File: config.mk
export PLATFORM = sky130hd
export DESIGN_NAME = fetch_ctrl
export DESIGN_NICKNAME = d
export VERILOG_FILES = /design/src/rtl/sp_pkg.sv /design/src/rtl/fetch_buffer.sv /design/src/rtl/fetch_ctrl.sv
export SDC_FILE = /design/constraint.sdc
export NUM_CORES = 1
export LEC_CHECK = 0
export ABC_CLOCK_PERIOD_IN_PS = 7550
export CAP_MARGIN = 20
export CORE_AREA = 2 2 168 170
export CTS_CLUSTER_DIAMETER = 40
export CTS_CLUSTER_SIZE = 14
export DETAILED_ROUTE_END_ITERATION = 16
export DIE_AREA = 0 0 170 172
export MAX_ROUTING_LAYER = met4
export PLACE_DENSITY_LB_ADDON = 0.3
export SYNTH_ARGS = -nofsm -noshare
export SYNTH_HDL_FRONTEND = slang
export SYNTH_HIERARCHICAL = 1
export SYNTH_SLANG_ARGS = --single-unit
File: constraint.sdc
create_clock -name clk_i -period 7.55 [get_ports clk_i]
set_input_delay 1.8875 -clock clk_i [delete_from_list [all_inputs] [get_ports clk_i]]
set_output_delay 1.8875 -clock clk_i [all_outputs]
set_load 0.005 [all_outputs]
File: src/rtl/sp_pkg.sv
// Shared types and constants for the instruction-fetch path.
package sp_pkg;

  localparam int ADDR_WIDTH = 32;
  localparam int DATA_WIDTH = 32;
  localparam logic [ADDR_WIDTH-1:0] PC_STEP = ADDR_WIDTH'(2);

  // state | meaning
  // IDLE  | one cycle after reset before the first request
  // FETCH | request outstanding whenever the buffer has room
  // HOLD  | buffer full, waiting for decode to drain an entry
  // ERR   | ack timed out; only a redirect restarts fetch
  typedef enum logic [1:0] {
    IDLE  = 2'd0,
    FETCH = 2'd1,
    HOLD  = 2'd2,
    ERR   = 2'd3
  } fetch_state_e;

  typedef struct packed {
    logic [DATA_WIDTH-1:0] instr;
    logic [ADDR_WIDTH-1:0] pc;
  } fetch_entry_t;

  function automatic logic [ADDR_WIDTH-1:0] align_pc(input logic [ADDR_WIDTH-1:0] pc);
    return {pc[ADDR_WIDTH-1:1], 1'b0};
  endfunction

endpackage

File: src/rtl/fetch_buffer.sv
// Prefetch FIFO holding fetched instructions with their PC.
// Flush empties the buffer immediately and wins over push/pop.
module fetch_buffer
  import sp_pkg::*;
#(
  parameter int DEPTH = 2,
  localparam int PW = $clog2(DEPTH),
  localparam int CW = PW + 1
) (
  input  logic         clk_i,
  input  logic         arst_ni,
  input  logic         push,
  input  fetch_entry_t push_data,
  input  logic         pop,
  input  logic         flush,
  output fetch_entry_t head,
  output logic [CW-1:0] count,
  output logic         full,
  output logic         empty
);

  fetch_entry_t   mem [DEPTH];
  logic [PW-1:0]  wr_ptr;
  logic [PW-1:0]  rd_ptr;
  logic           push_ok;
  logic           pop_ok;

  assign full    = (count == CW'(DEPTH));
  assign empty   = (count == '0);
  assign push_ok = push & ~full;
  assign pop_ok  = pop & ~empty;
  assign head    = mem[rd_ptr];

  // Pointers wrap for free because DEPTH is a power of two.
  always_ff @(posedge clk_i or negedge arst_ni) begin
    if (!arst_ni) begin
      for (int i = 0; i < DEPTH; i++) mem[i] <= '0;
      wr_ptr <= '0;
      rd_ptr <= '0;
      count  <= '0;
    end else if (flush) begin
      wr_ptr <= '0;
      rd_ptr <= '0;
      count  <= '0;
    end else begin
      if (push_ok) begin
        mem[wr_ptr] <= push_data;
        wr_ptr      <= wr_ptr + 1'b1;
      end
      if (pop_ok) rd_ptr <= rd_ptr + 1'b1;
      if (push_ok && !pop_ok)      count <= count + 1'b1;
      else if (pop_ok && !push_ok) count <= count - 1'b1;
    end
  end

endmodule

File: src/rtl/fetch_ctrl.sv
// Instruction-fetch sequencer: owns the fetch PC, the imem handshake and the prefetch FIFO.
// Optional ack timeout enabled by defining FETCH_TIMEOUT_EN.
//
// state | meaning
// IDLE  | first cycle after reset, no request
// FETCH | request issued while the FIFO has room
// HOLD  | FIFO full, request withheld until an entry drains
// ERR   | ack timeout (FETCH_TIMEOUT_EN only); redirect to leave
module fetch_ctrl
  import sp_pkg::*;
#(
  parameter int                    DEPTH          = 2,
  parameter logic [ADDR_WIDTH-1:0] RESET_PC       = '0,
  parameter int                    TIMEOUT_CYCLES = 255
) (
  input  logic                  clk_i,
  input  logic                  arst_ni,
  output logic                  imem_req_o,
  output logic [ADDR_WIDTH-1:0] imem_addr_o,
  input  logic                  imem_ack_i,
  input  logic [DATA_WIDTH-1:0] imem_rdata_i,
  input  logic                  redirect_i,
  input  logic [ADDR_WIDTH-1:0] redirect_pc_i,
  output logic                  instr_valid_o,
  output logic [DATA_WIDTH-1:0] instr_o,
  output logic [ADDR_WIDTH-1:0] instr_pc_o,
  input  logic                  instr_ready_i,
  output logic                  fetch_err_o
);

  localparam int CW = $clog2(DEPTH) + 1;

  fetch_state_e          state;
  logic [ADDR_WIDTH-1:0] fetch_pc;
  logic [CW-1:0]         count;
  logic                  full;
  logic                  empty;
  logic                  push;
  logic                  pop;
  logic                  fill;
  fetch_entry_t          push_data;
  fetch_entry_t          head;

  // Request depends only on registered state/count; redirect kills it in the same cycle.
  assign imem_req_o    = (state == FETCH) & ~full & ~redirect_i;
  assign imem_addr_o   = fetch_pc;
  assign push          = imem_req_o & imem_ack_i;
  assign instr_valid_o = ~empty & ~redirect_i;
  assign pop           = instr_valid_o & instr_ready_i;
  assign fill          = push & ~pop & (count == CW'(DEPTH - 1));
  assign instr_o       = head.instr;
  assign instr_pc_o    = head.pc;

  always_comb begin
    push_data       = '0;
    push_data.instr = imem_rdata_i;
    push_data.pc    = fetch_pc;
  end

  fetch_buffer #(
    .DEPTH(DEPTH)
  ) u_buffer (
    .clk_i    (clk_i),
    .arst_ni  (arst_ni),
    .push     (push),
    .push_data(push_data),
    .pop      (pop),
    .flush    (redirect_i),
    .head     (head),
    .count    (count),
    .full     (full),
    .empty    (empty)
  );

`ifdef FETCH_TIMEOUT_EN
  localparam int TW = $clog2(TIMEOUT_CYCLES + 1);

  logic [TW-1:0] tmo_cnt;
  logic          tmo_hit;
  logic          err_q;

  assign tmo_hit     = imem_req_o & ~imem_ack_i & (tmo_cnt == TW'(1));
  assign fetch_err_o = err_q;

  // Down-counter of unanswered request cycles; the error flag is sticky until reset.
  always_ff @(posedge clk_i or negedge arst_ni) begin
    if (!arst_ni) begin
      tmo_cnt <= TW'(TIMEOUT_CYCLES);
      err_q   <= 1'b0;
    end else if (redirect_i || push) begin
      tmo_cnt <= TW'(TIMEOUT_CYCLES);
    end else if (imem_req_o) begin
      if (tmo_hit) begin
        tmo_cnt <= TW'(TIMEOUT_CYCLES);
        err_q   <= 1'b1;
      end else begin
        tmo_cnt <= tmo_cnt - 1'b1;
      end
    end
  end
`else
  assign fetch_err_o = 1'b0;
`endif

  always_ff @(posedge clk_i or negedge arst_ni) begin
    if (!arst_ni) begin
      state    <= IDLE;
      fetch_pc <= RESET_PC;
    end else if (redirect_i) begin
      state    <= FETCH;
      fetch_pc <= align_pc(redirect_pc_i);
    end else begin
      if (push) fetch_pc <= fetch_pc + PC_STEP;
      case (state)
        IDLE:  state <= FETCH;
        FETCH: begin
          if (fill) state <= HOLD;
`ifdef FETCH_TIMEOUT_EN
          else if (tmo_hit) state <= ERR;
`endif
        end
        HOLD:  if (!full) state <= FETCH;
        default: state <= state;
      endcase
    end
  end

endmodule

==> results.cfg <==
[cells_and_area]
final_layout_size_suffix_gt1_share_pct = 30.9
syn2layout_area_growth_pct = 30.6
layout.area.seq_um2 = 4130
final_net_count = 827
multi_input_area_um2 = 3720
final.fill_count = 2682
antenna_cells = 0

[job]
drv_cap = 0

[floorplan]
dieHeight_um = 172
die_width_um = 170
dieArea_um2 = 29200
floorplan.core_area_um2 = 27500
initial_utilization_pct = 29.4
rows = 61
floorplan.io_pins = 168

[power_and_ir_drop]
power.sequential.fraction_pct = 43.2
power.leakage_nw = 4.46
vdd_ir_drop_max_mv = 0.141
comb_power_share_pct = 27.2
p_clk_share_pct = 29.7
cell_internal_pwr_w = 0.00215
power.switching_fraction_pct = 26.7
power.density_cell_area_nw_per_um2 = 277
p_switching_w = 0.000783

[setup_path]
timing.critical_path.to_type = register
timing_worst_setup_path_type = input port to register
worst_ep_arrival_time_ps = 5420
worst_ep_required_time_ps = 7860
crit_path_start_kind = input port
timing.critical_path.fanout_max = 40

[synthesis]
muxShareOfSynthArea_pct = 29.6
synth_ff_type = sky130_fd_sc_hd__dfrtp_1
post_synth_xor_area_fraction_pct = 0.325
synth_top_family_by_area = multiplexers
post_synth.cell_area_avg_um2 = 13.4
post_synth_instance_area_um2 = 8090
synth-seq-area-share_pct = 51.1
proportion_of_synthesized_flip_flops_having_asynchronous_set_or_reset_pct = 100
synth-warning-count = 6
synthCells = 605
yosys.area_share.adder_pct = 0.155
yosys.area_share.simple_pct = 9.53
complex_gate_fraction_of_the_synthesized_area_pct = 6.14
ys_ff_latch = 165
post_synth_edffs = 0
synth.lib_cells_used.distinct = 55

[global_route]
grt_use_total_pct = 14.8
grt_remaining_overflow = 0
number_of_global_route_vias_before_repair = 5716
maximum_number_of_pins_on_one_net_before_global_route_repair = 94
first_pass_grt_wire_length_um = 32500
grt_antenna_before_repair = 0

[timing]
final_max_slew_viol_count = 0
tns_ps = 0
rsz0062_at_grt = false
slew_headroom_pct = 31.5
skew_ps = 18.3
setup-violations-final = 0
finalHoldViolations = 0
final_period_minus_worst_setup_slack_ps = 5110
setup_ws_ps = 2440
worst_pin_slew_ps = 1030
final.period_utilization_pct = 67.7
fmax_mhz = 196

[placed_design]
buffer_ports.inserted = 164
gp_routability_congestion = 0.736
hpwlAfterDp_um = 13000
dp_worst_setup_slack_ps = 1950

[cts]
tritoncts.num_buffers = 17
clock_tree.root_cell = sky130_fd_sc_hd__clkbuf_16
clkSlewWorstSetupHoldPaths_ps = 70
clock_latency_ps = 440
cts_post_setup_buffers_inserted = 0
cts-resized-gates = 0
cts.htree.levels = 4
tritoncts_clock_tree = done
clockBufferDepth = 2
cts_hold_repair.buffers = 0
clock_sinks = 165

[route]
routed_wl_um = 20500
first_iter_violations = 279
number_of_remaining_drc_errors = 0
vias = 5527
route.detailed.wl_per_inst_um = 18.4
routed_via_density = 4.95
dr.pass1.iters = 4
antenna_violating_nets_post_route = 0

[worst_hold_path]
hold_class = register to register

[status]
status = finished clean
-- sequential cells by signal (all words and copies together) (netlist names) --
signal,flops
u_buffer/count,2
u_buffer/mem,128
imem_addr_o,31
u_buffer/rd_ptr,1
u_buffer/wr_ptr,1
state,2
-- metrics by stage --
stage                     std cells  total power, W  hold slack (ps)  instance area (um^2)  utilization (%)
after floorplan                 608         0.00167              454                  8100                -
after global placement         1084         0.00206              469                  9990             36.4
after detailed placement       1084         0.00208              472                  9990             36.4
after CTS                      1116         0.00297              489                 10600             38.4
after global routing           1116         0.00310              508                 10600             38.4
final                          1116         0.00293              486                 10600             38.4
-- path summary, 6_finish.rpt --
check	startpoint	endpoint	slack, ps	cells after the start
setup / recovery	imem_ack_i	u_buffer/mem[43]$_DFFE_PN0P_	2440	7
hold / removal	u_buffer/mem[127]$_DFFE_PN0P_	u_buffer/mem[127]$_DFFE_PN0P_	490	1
setup reg to reg	u_buffer/count[1]$_DFFE_PN0P_	u_buffer/mem[43]$_DFFE_PN0P_	3330	8
hold reg to reg	u_buffer/mem[127]$_DFFE_PN0P_	u_buffer/mem[127]$_DFFE_PN0P_	490	1
max in group asynchronous	arst_ni	u_buffer/mem[107]$_DFFE_PN0P_	4430	2
min in group asynchronous	arst_ni	u_buffer/mem[36]$_DFFE_PN0P_	1510	1
-- per-layer routing --
metal	vias to the layer above	global-route usage (%)	part of all wire [%]
met4	0	4.50	1.2
met3	16	4.03	5.9
met5	-	-	0
met1	2796	19.8	49
met2	154	21.9	44
li1	2561	-	-
-- synth_stat cells (all sizes together) (2+ instances only) --
cell type  count  area, um^2
o41ai          4        35.0
or2            2        12.5
mux2         192        2390
nand3         21         110
a31oi          8        50.1
a21oi          5        25.0
o21ai          7        35.0
o311ai         3        26.3
o211ai         8        60.1
nand2         26        97.6
buf           22         160
xor2           2        17.5
clkbuf        17        63.8
and2           2        12.5
and3           4        25.0
a21o           6        45.0
nor3          10        50.1
o31ai          9        67.6
dfrtp        165        4130
and4           4        35.0
inv            6        22.5
or4b           3        30.0
nor2b          7        46.3
or3            5        36.3
or4           13        97.6
nor2          14        52.6
nand4         10        62.6
a221o          8        80.1
a22oi          5        37.5
-- power by group through the flow --
stage / combinational, W / sequential (W) / clock, W
after floorplan: 0.000438 / 0.00123 / 0
after global placement: 0.000792 / 0.00127 / 0
after detailed placement: 0.000804 / 0.00128 / 0
after CTS: 0.000809 / 0.00126 / 0.000897
after global routing: 0.000863 / 0.00130 / 0.000935
final: 0.000796 / 0.00126 / 0.000868
-- layout by cell type (no fill, tap or decap), drive strengths merged, types with 5 or more instances in the layout --
| cell | synthesis | layout |
|---|---|---|
| nor2 | 14 | 14 |
| clkbuf | 17 | 18 |
| o211ai | 8 | 8 |
| clkdlybuf4s50 | 0 | 162 |
| o21ai | 7 | 7 |
| a221o | 8 | 8 |
| a31oi | 8 | 8 |
| nand3 | 21 | 21 |
| dfrtp | 165 | 165 |
| o31ai | 9 | 9 |
| or4 | 13 | 13 |
| a22oi | 5 | 5 |
| nor3 | 10 | 10 |
| nand2 | 26 | 26 |
| nand4 | 10 | 10 |
| a21oi | 5 | 5 |
| buf | 22 | 7 |
| mux2 | 192 | 192 |
| or3 | 5 | 5 |
| inv | 6 | 14 |
| nor2b | 7 | 7 |
| a21o | 6 | 6 |
-- logic make-up (layout without fill, tap and decap cells) --
group / count (synthesis) / in the layout
AND/OR/NAND/NOR: 129 / 129
flip-flops: 165 / 165
buffers and inverters: 46 / 208
adder cells (fa/ha/maj): 1 / 1
multiplexers: 193 / 193
other: 1 / 4
XOR/XNOR: 3 / 3
AO/OA/AOI/OAI: 67 / 67
-- worst max-delay path, cell delays in order --
cell and delay [ps]:
sky130_fd_sc_hd__clkdlybuf4s50_1 560, sky130_fd_sc_hd__nand2_1 330, sky130_fd_sc_hd__inv_1 610, sky130_fd_sc_hd__inv_1 240
sky130_fd_sc_hd__or4b_4 850, sky130_fd_sc_hd__buf_4 480, sky130_fd_sc_hd__mux2_4 410
-- layout make-up --
| cell class | count | area share [%] |
|---|---|---|
| multi-input cells | 397 | 35.3 |
| inverters | 7 | 0.249 |
| repair buffers | 169 | 15.9 |
| flip-flops and latches | 165 | 39.1 |
| clock inverters | 14 | 1.33 |
| clock buffers | 18 | 4.06 |
| well taps | 346 | 4.10 |
(Power assumes the default switching activity.)
